[src/rtl/relu_requant_stage.sv]
// Multi-lane activation + requantise/saturate output stage: two-deep elastic pipeline with run/drain/done control.
// Optional: define RELU_REQUANT_ROUND_EN for round-half-up requantisation (default truncates toward -inf).

module relu_act_lane #(
    parameter int IN_W = 25,
    parameter int SH_W = 4
) (
    input  logic signed [IN_W-1:0] x_i,
    input  logic        [1:0]      mode_i,
    input  logic        [SH_W-1:0] leak_shift_i,
    output logic signed [IN_W-1:0] a_o
);
    always_comb begin
        a_o = x_i;
        if (x_i[IN_W-1]) begin
            case (mode_i)
                2'b01, 2'b11: a_o = '0;
                // Oversized shifts sign-fill, so large leak_shift settles at -1.
                2'b10:        a_o = x_i >>> leak_shift_i;
                default:      a_o = x_i;
            endcase
        end
    end
endmodule

module requant_sat_lane #(
    parameter int IN_W      = 25,
    parameter int OUT_W     = 16,
    parameter int RQ_SHIFT  = 4,
    parameter int CLAMP_MAX = 255
) (
    input  logic signed [IN_W-1:0]  a_i,
    input  logic                    clamp_i,
    output logic signed [OUT_W-1:0] y_o,
    output logic                    sat_o
);
    localparam int XW = IN_W + 1;
`ifdef RELU_REQUANT_ROUND_EN
    localparam logic signed [XW-1:0] RND = XW'((2 ** RQ_SHIFT) / 2);
`else
    localparam logic signed [XW-1:0] RND = '0;
`endif
    localparam logic signed [XW-1:0] OMAX = XW'((2 ** (OUT_W - 1)) - 1);
    localparam logic signed [XW-1:0] OMIN = ~OMAX;
    localparam logic signed [XW-1:0] CMAX = XW'(CLAMP_MAX);

    logic signed [XW-1:0] ext, shf, v;

    // One extra bit of headroom keeps the rounding add from overflowing.
    assign ext = XW'(a_i);
    assign shf = (ext + RND) >>> RQ_SHIFT;

    always_comb begin
        v     = shf;
        sat_o = 1'b0;
        if (clamp_i && (v > CMAX)) begin
            v     = CMAX;
            sat_o = 1'b1;
        end
        if (v > OMAX) begin
            v     = OMAX;
            sat_o = 1'b1;
        end else if (v < OMIN) begin
            v     = OMIN;
            sat_o = 1'b1;
        end
        y_o = v[OUT_W-1:0];
    end
endmodule

module relu_requant_stage #(
    parameter int CH        = 2,
    parameter int IN_W      = 25,
    parameter int OUT_W     = 16,
    parameter int RQ_SHIFT  = 4,
    parameter int SH_W      = 4,
    parameter int CLAMP_MAX = 255,
    parameter int CNT_W     = 16
) (
    input  logic                  clk,
    input  logic                  rst_n,
    input  logic                  start_conv,
    input  logic                  clear,
    input  logic [1:0]            mode,
    input  logic [SH_W-1:0]       leak_shift,
    input  logic                  in_valid,
    output logic                  in_ready,
    input  logic [CH*IN_W-1:0]    in_data,
    output logic                  out_valid,
    input  logic                  out_ready,
    output logic [CH*OUT_W-1:0]   out_data,
    output logic [CH-1:0]         sat_flag,
    output logic [CNT_W-1:0]      out_count,
    output logic                  done
);
    typedef enum logic [1:0] {IDLE, RUN, DRAIN, DONE} state_e;
    state_e state_q, state_d;

    logic                      s1_vld_q, s1_vld_d, s2_vld_q, s2_vld_d;
    logic [CH-1:0][IN_W-1:0]   in_lanes, act, s1_data_q;
    logic [1:0]                s1_mode_q;
    logic [CH-1:0][OUT_W-1:0]  rq, s2_data_q;
    logic [CH-1:0]             rq_sat, s2_sat_q;
    logic [CNT_W-1:0]          cnt_q;
    logic                      s1_ld, s2_ld, accept, deliver;

    assign in_lanes = in_data;
    assign s2_ld    = !s2_vld_q || out_ready;
    assign s1_ld    = !s1_vld_q || s2_ld;
    assign in_ready = (state_q == RUN) && s1_ld && !clear;
    assign accept   = in_valid && in_ready;
    assign deliver  = s2_vld_q && out_ready;

    for (genvar gi = 0; gi < CH; gi++) begin : g_lane
        relu_act_lane #(.IN_W(IN_W), .SH_W(SH_W)) u_act (
            .x_i          (in_lanes[gi]),
            .mode_i       (mode),
            .leak_shift_i (leak_shift),
            .a_o          (act[gi])
        );
        requant_sat_lane #(
            .IN_W(IN_W), .OUT_W(OUT_W), .RQ_SHIFT(RQ_SHIFT), .CLAMP_MAX(CLAMP_MAX)
        ) u_rq (
            .a_i     (s1_data_q[gi]),
            .clamp_i (s1_mode_q == 2'b11),
            .y_o     (rq[gi]),
            .sat_o   (rq_sat[gi])
        );
    end

    always_comb begin
        s1_vld_d = s1_vld_q;
        s2_vld_d = s2_vld_q;
        if (s2_ld) s2_vld_d = s1_vld_q;
        if (s1_ld) s1_vld_d = accept;
        if (clear) begin
            s1_vld_d = 1'b0;
            s2_vld_d = 1'b0;
        end
    end

    // DRAIN looks at next-cycle occupancy so done lands the cycle after the final handshake.
    always_comb begin
        state_d = state_q;
        case (state_q)
            IDLE:    if (start_conv) state_d = RUN;
            RUN:     if (!start_conv) state_d = DRAIN;
            DRAIN:   if (!s1_vld_d && !s2_vld_d) state_d = DONE;
            DONE:    state_d = IDLE;
            default: state_d = IDLE;
        endcase
        if (clear) state_d = IDLE;
    end

    always_ff @(posedge clk or negedge rst_n) begin
        if (!rst_n) begin
            state_q   <= IDLE;
            s1_vld_q  <= 1'b0;
            s2_vld_q  <= 1'b0;
            s1_data_q <= '0;
            s1_mode_q <= '0;
            s2_data_q <= '0;
            s2_sat_q  <= '0;
            cnt_q     <= '0;
        end else begin
            state_q  <= state_d;
            s1_vld_q <= s1_vld_d;
            s2_vld_q <= s2_vld_d;
            if (accept) begin
                s1_data_q <= act;
                s1_mode_q <= mode;
            end
            if (clear) begin
                s2_data_q <= '0;
                s2_sat_q  <= '0;
                cnt_q     <= '0;
            end else begin
                if (s2_ld && s1_vld_q) begin
                    s2_data_q <= rq;
                    s2_sat_q  <= rq_sat;
                end
                if (deliver) cnt_q <= cnt_q + CNT_W'(1);
            end
        end
    end

    assign out_valid = s2_vld_q;
    assign out_data  = s2_data_q;
    assign sat_flag  = s2_sat_q;
    assign out_count = cnt_q;
    assign done      = (state_q == DONE);

endmodule

[config.mk]
export PLATFORM = sky130hd
export DESIGN_NAME = relu_requant_stage
export DESIGN_NICKNAME = d
export VERILOG_FILES = /design/src/rtl/relu_requant_stage.sv
export SDC_FILE = /design/constraint.sdc
export NUM_CORES = 1
export LEC_CHECK = 0
export ABC_AREA = 1
export BUFFER_PORTS_ARGS = -buffer_cell sky130_fd_sc_hd__buf_2
export CORE_ASPECT_RATIO = 0.8
export CORE_MARGIN = 4
export CORE_UTILIZATION = 60
export DETAILED_ROUTE_END_ITERATION = 16
export GPL_TIMING_DRIVEN = 1
export PLACE_DENSITY = 0.87
export SLEW_MARGIN = 20
export SYNTH_ARGS = -nofsm -noshare
export SYNTH_HDL_FRONTEND = slang
export SYNTH_HIERARCHICAL = 1
export SYNTH_SLANG_ARGS = --single-unit
[constraint.sdc]
create_clock -name clk -period 2.8 [get_ports clk]
set_input_delay 0.56 -clock clk [delete_from_list [all_inputs] [get_ports clk]]
set_output_delay 0.56 -clock clk [all_outputs]
set_load 0.01 [all_outputs]
==> metrics.yaml, run 1 <==
place:
  place_hpwl_um: 13700
  io_buffers: 106
  placed_cell_area_um2: 7790
  gp_congestion: 0.964
sta:
  maxSlewHeadroom_pct: 49.6
  setup_viol: 0
  max_freq_mhz: 481
  tns_ns: 0
  fin_skew_ns: 0.00782
  rsz0062_at_grt: "no"
  fin_crit_ns: 2.08
  final-hold-violation-count: 0
  worst_pin_slew_ns: 0.756
  drv_slew: 0
  fin_crit_sh_pct: 74.2
drt:
  wl_per_cell_um: 13.1
  drc: 0
  vias: 7620
  drt-initial-drc-count: 581
  via_per_inst: 5.37
  detail_route.wirelength_um: 18600
  drtPass1Iterations: 5
  ant_nets: 0
cts:
  clockBufferDepth: 2
  cts_tree: "built"
  clk_latency_ns: 0.34
  cts-root-buf: "clkbuf_16"
  holdBufCountCts: 0
  cts_buffers: 9
  cts_sinks: 98
  path_clk_slew_ns: 0.06
  cts-htree-levels: 3
  cts_resized: 0
  post_cts_buffers: 0
setup_path:
  cp.required_ns: 2.24
  critPathKind: "flip-flop to primary output"
  cp_slowest_cell: "dfrtp_1"
  cp.arrival_ns: 1.52
  startpoint: "state_q[1]$_DFFE_PN0P_"
  reg2reg_depth: 11
  critPathMaxFanout: 5
  endpoint_kind: "primary output"
  path_cells: "inv_1 -> ha_1 -> nand3_1 -> inv_2 -> buf_2"
  r2r-start: "s1_data_q[23]$_DFFE_PN0N_"
  crit_path_start_kind: "flip-flop"
  slowest_delay_ns: 0.41
layout:
  multiInputGateArea_um2: 4110
  drive_above_1_share_pct: 13.3
  fin_area_um2: 8080
  final_cell_mix: "nand2_1, nand3_1, buf_2"
  final_common_cell: "nand2_1"
  num-fill-cells: 1125
  register_area_um2: 2450
  diodes: 0
  syn2layout_area_growth_pct: 8.00
  nets: 1312
power:
  p_comb_share_pct: 40.1
  p_sw_uw: 2150
  peakVddDrop_uv: 365
  intPower_uw: 3160
  swShare_pct: 40.5
  power_frac_seq_pct: 38.0
  p_leak_uw: 0.00460
  clockPowerShare_pct: 21.9
  power_per_cell_area_nw_per_um2: 656
grt:
  antenna_found_initial: 0
  grt_pass1_vias: 6656
  grt_max_degree: 49
  grt_pass1_wl_um: 31900
  grtUsageTotal_pct: 26.6
  grt_overflow: 0
floorplan:
  dieWidth_um: 133
  start_util_pct: 61.3
  die_area_um2: 14300
  rows: 36
  core_area_um2: 12200
  ioPinCount: 115
  die_h_um: 108
logic_synthesis:
  synthCells: 1195
  synth_nets: 1263
  syn_area_per_cell_um2: 6.26
  syn_area_um2: 7480
  ys_warn_count: 6
hold_path:
  worst_hold_path_type: "input port to async pin"
flow_run:
  maxCapViolations: 0
run_status:
  outcome: "completed"
power by group through the flow:
stage	Sequential [uW]	Clock [uW]	Combinational [uW]
6_report	2020	1160	2120
3_5_place_dp	2030	0	2110
3_3_place_gp	2020	0	2050
2_1_floorplan	1980	0	1800
5_1_grt	2060	1250	2500
4_1_cts	2010	1190	2130
path summary, 6_finish.rpt:
check	to	slack (ns)
max reg2reg	out_data[14]$_DFFE_PN0P_	0.87
min in group clk	s1_mode_q[0]$_DFFE_PN0N_	0.47
min reg2reg	s1_mode_q[0]$_DFFE_PN0N_	0.47
max	in_ready	0.72
min	out_data[14]$_DFFE_PN0P_	0.08
max in group asynchronous	out_data[20]$_DFFE_PN0P_	2.01
metal layers:
layer	track usage, %	vias to the layer above	part of all wire [%]
li1	-	3916	-
met1	40.8	3350	48
met2	39.1	339	42
met3	4.81	15	9.9
met4	5.19	0	0.92
met5	1.48	-	0
cell type report:
class,instances,area share (%)
multi-input combinational,914,50.9
timing repair buffer,116,7.68
clock inverter,4,0.325
sequential,98,30.4
clock buffer,12,3.18
tap,171,2.65
inverter,105,4.96
state kept, by name, indices dropped and copies added, names as in the netlist:
| name | flops |
|---|---|
| out_count | 16 |
| s1_mode_q | 2 |
| sat_flag | 2 |
| out_valid | 1 |
| state_q | 2 |
| s1_vld_q | 1 |
| out_data | 32 |
| s1_data_q | 42 |
per-stage QoR:
step,utilization (%),hold WS [ns],std cells,setup WS [ns],power (uW)
4_1_cts,66.2,0.0768,1420,0.705,5320
3_5_place_dp,63.9,0.445,1404,0.710,4140
5_1_grt,66.2,0.0829,1420,0.604,5810
2_1_floorplan,-,0.264,1195,1.12,3780
3_3_place_gp,63.9,0.444,1404,0.714,4070
6_report,66.2,0.0833,1420,0.722,5300
critical path: cells and delay by family (launching register included):
kind | cells | cell delay, ns
and+or+nand+nor | 1 | 0.14
adders and majority gates | 1 | 0.22
buffers and inverters | 3 | 0.40
DFF | 1 | 0.41
Note: power is estimated with default switching activity, not from simulation.
==> run 2, diff against run 1 <==
CORE_UTILIZATION = 53   (was 60)
PLACE_DENSITY = 0.82   (was 0.87)
clock period = 1.7 ns   (was 2.8 ns; I/O delays follow)
==> run 2 against run 1 <==
Register-to-register slack worse by 0.79 ns. Worst setup slack worse by 0.65 ns. Sequential power is 64% higher. Routed wire length is 5.7% higher. Final area is 6.7% higher. Critical path depth stayed put. Clock-buffer cell count stayed put. Highest routed layer unchanged.
==> metrics.yaml, run 2 (same netlist as run 1, synthesis figures left out) <==
power:
  clockPowerShare_pct: 21.0  # -0.9 points
  intPower_uw: 5620  # +78%
  swShare_pct: 40.0  # -0.46 points
  power_per_cell_area_nw_per_um2: 1090  # +66%
  peakVddDrop_uv: 700  # +92%
  power_frac_seq_pct: 35.3  # -2.7 points
  p_comb_share_pct: 43.7  # +3.6 points
  p_sw_uw: 3750  # +75%
  p_leak_uw: 0.00484  # +5.1%
drt:
  via_per_inst: 5.40  # +0.67%
  ant_nets: 0  # unchanged
  vias: 7898  # +3.6%
  wl_per_cell_um: 13.5  # +2.7%
  drt-initial-drc-count: 682  # +17%
  drtPass1Iterations: 5  # unchanged
  drc: 0  # unchanged
  detail_route.wirelength_um: 19700  # +5.7%
layout:
  diodes: 0  # unchanged
  final_cell_mix: "nand2_1, nand3_1, buf_2"
  final_common_cell: "nand2_1"
  fin_cells: 1462  # +3.0%
  nets: 1346  # +2.6%
  regMostFlops: "s1_data_q"
  largest_register_ffs: 42  # unchanged
  syn2layout_area_growth_pct: 15.2
  num-fill-cells: 1271  # +13%
  drive_above_1_share_pct: 16.0  # +2.7 points
setup_path:
  cp.depth: 5  # unchanged
  path_buf_inv: 3  # unchanged
  r2r-start: "s1_data_q[14]$_DFFE_PN0N_"
  cp.arrival_ns: 1.29  # -0.23 ns
  r2r_end: "out_data[2]$_DFFE_PN0P_"
  endpoint_kind: "primary output"
  crit_path_start_kind: "flip-flop"
  reg2reg_depth: 10  # -1
  critPathMaxFanout: 3  # -2
  cp_slowest_cell: "dfrtp_1"
  critPathKind: "flip-flop to primary output"
  path_cells: "inv_2 -> ha_2 -> nand3_2 -> inv_4 -> buf_2"
  slowest_delay_ns: 0.39  # -0.02 ns
  crit_end: "in_ready"
  cp.required_ns: 1.36  # -0.88 ns
  startpoint: "state_q[1]$_DFFE_PN0P_"
  r2r_slack_ns: 0.08  # -0.79 ns
  crit_family: "flip-flops"
sta:
  fin_ws_ns: 0.0727  # -0.649 ns
  maxSlewHeadroom_pct: 71.4  # +22 points
  fin_crit_sh_pct: 95.7
  fin_skew_ns: 0.00997  # +0.00215 ns
  max_freq_mhz: 615
  worst_pin_slew_ns: 0.427  # -0.329 ns
  drv_slew: 0  # unchanged
  final-hold-violation-count: 0  # unchanged
  setup_viol: 0  # unchanged
  fin_crit_ns: 1.63
place:
  io_buffers: 106  # unchanged
  dpl_worst_slack_ns: 0.0148  # -0.695 ns
  dp_cells: 1438  # +2.4%
  place_hpwl_um: 14300  # +4.7%
  gp_congestion: 0.926  # -3.9%
grt:
  antenna_found_initial: 0  # unchanged
  grt_max_degree: 45  # -8.2%
  grt_pass1_vias: 6744  # +1.3%
  grt_overflow: 0  # unchanged
  grtUsageTotal_pct: 23.9  # -2.7 points
  grt_pass1_wl_um: 32500  # +1.8%
floorplan:
  rows: 38  # +5.6%
  die_area_um2: 16100  # +12%
  die_h_um: 114  # +5.9%
  dieWidth_um: 141  # +6.0%
  start_util_pct: 54.6  # -6.7 points
  ioPinCount: 115  # unchanged
  core_area_um2: 13700  # +12%
flow_run:
  maxCapViolations: 0  # unchanged
cts:
  path_clk_slew_ns: 0.07  # about the same
  clk_latency_ns: 0.34  # about the same
  cts_sinks: 98  # unchanged
  cts_buffers: 9  # unchanged
  cts-root-buf: "clkbuf_16"
  clockBufferDepth: 2  # unchanged
  cts-htree-levels: 3  # unchanged
  cts_tree: "built"
hold_path:
  worst_hold_path_type: "input port to flip-flop"
run_status:
  outcome: "completed"
-- run 2: power by group through the flow --
stage                     sequential, uW  combinational, uW  clock [uW]
after global placement              3300               3620           0
after floorplan                     3260               2970           0
after CTS                           3280               3800        2000
after global routing                3370               4680        2110
after detailed placement            3310               3710           0
final                               3310               4090        1970
-- run 2: layout make-up --
cell class	instances	area, um^2	area share (%)
clock buffer	12	246	2.86
clock inverter	3	40.0	0.465
inverter	105	403	4.68
multi-input combinational	917	4220	49.0
sequential	98	2450	28.5
tap	180	225	2.61
timing repair buffer	147	1030	11.9
-- run 2: per-layer routing --
layer	GRT usage, %	wire, um	share of wire [%]
met1	38.3	9480	48
met2	34.5	8120	41
met4	4.97	260	1.3
met5	0	0	0
met3	3.13	1820	9.2
-- run 2: worst min path at each step --
stage / to / slack, ns / start / cells after the start
3_3_place_gp: out_data[13]$_DFFE_PN0P_ / 0.29 / rst_n / 1
2_1_floorplan: out_count[0]$_DFFE_PN0P_ / 0.04 / rst_n / 0
4_1_cts: s1_mode_q[1]$_DFFE_PN0N_ / 0.29 / mode[1] / 3
3_5_place_dp: out_data[13]$_DFFE_PN0P_ / 0.29 / rst_n / 1
6_report: s1_mode_q[1]$_DFFE_PN0N_ / 0.30 / mode[1] / 3
5_1_grt: s1_mode_q[1]$_DFFE_PN0N_ / 0.31 / mode[1] / 3
-- run 2: tightest hold or removal path, stage by stage --
cell	delay, ns
buf_2	0.13
nand3_1	0.08
nand2_1	0.05
-- run 2: what timing repair did --
action                                  in CTS  in global routing
hold buffers                                 1                  0
buffers inserted                             2                  3
cloned                                       0                  3
gates resized for setup                      5                 21
endpoints found under the hold margin       25                  0
pin swaps                                    0                  6
endpoints found under the setup margin       4                 76
-- run 2: per-stage QoR --
| step | util [%] | hold WS (ns) | setup TNS [ns] | area, um^2 | total power (uW) |
|---|---|---|---|---|---|
| 2_1_floorplan | - | 0.0444 | 0 | 7480 | 6230 |
| 3_3_place_gp | 59.6 | 0.285 | 0 | 8160 | 6930 |
| 3_5_place_dp | 59.6 | 0.286 | 0 | 8160 | 7020 |
| 4_1_cts | 62.0 | 0.285 | 0 | 8480 | 9080 |
| 5_1_grt | 62.9 | 0.312 | -0.0179 | 8620 | 10200 |
| 6_report | 62.9 | 0.302 | 0 | 8620 | 9370 |
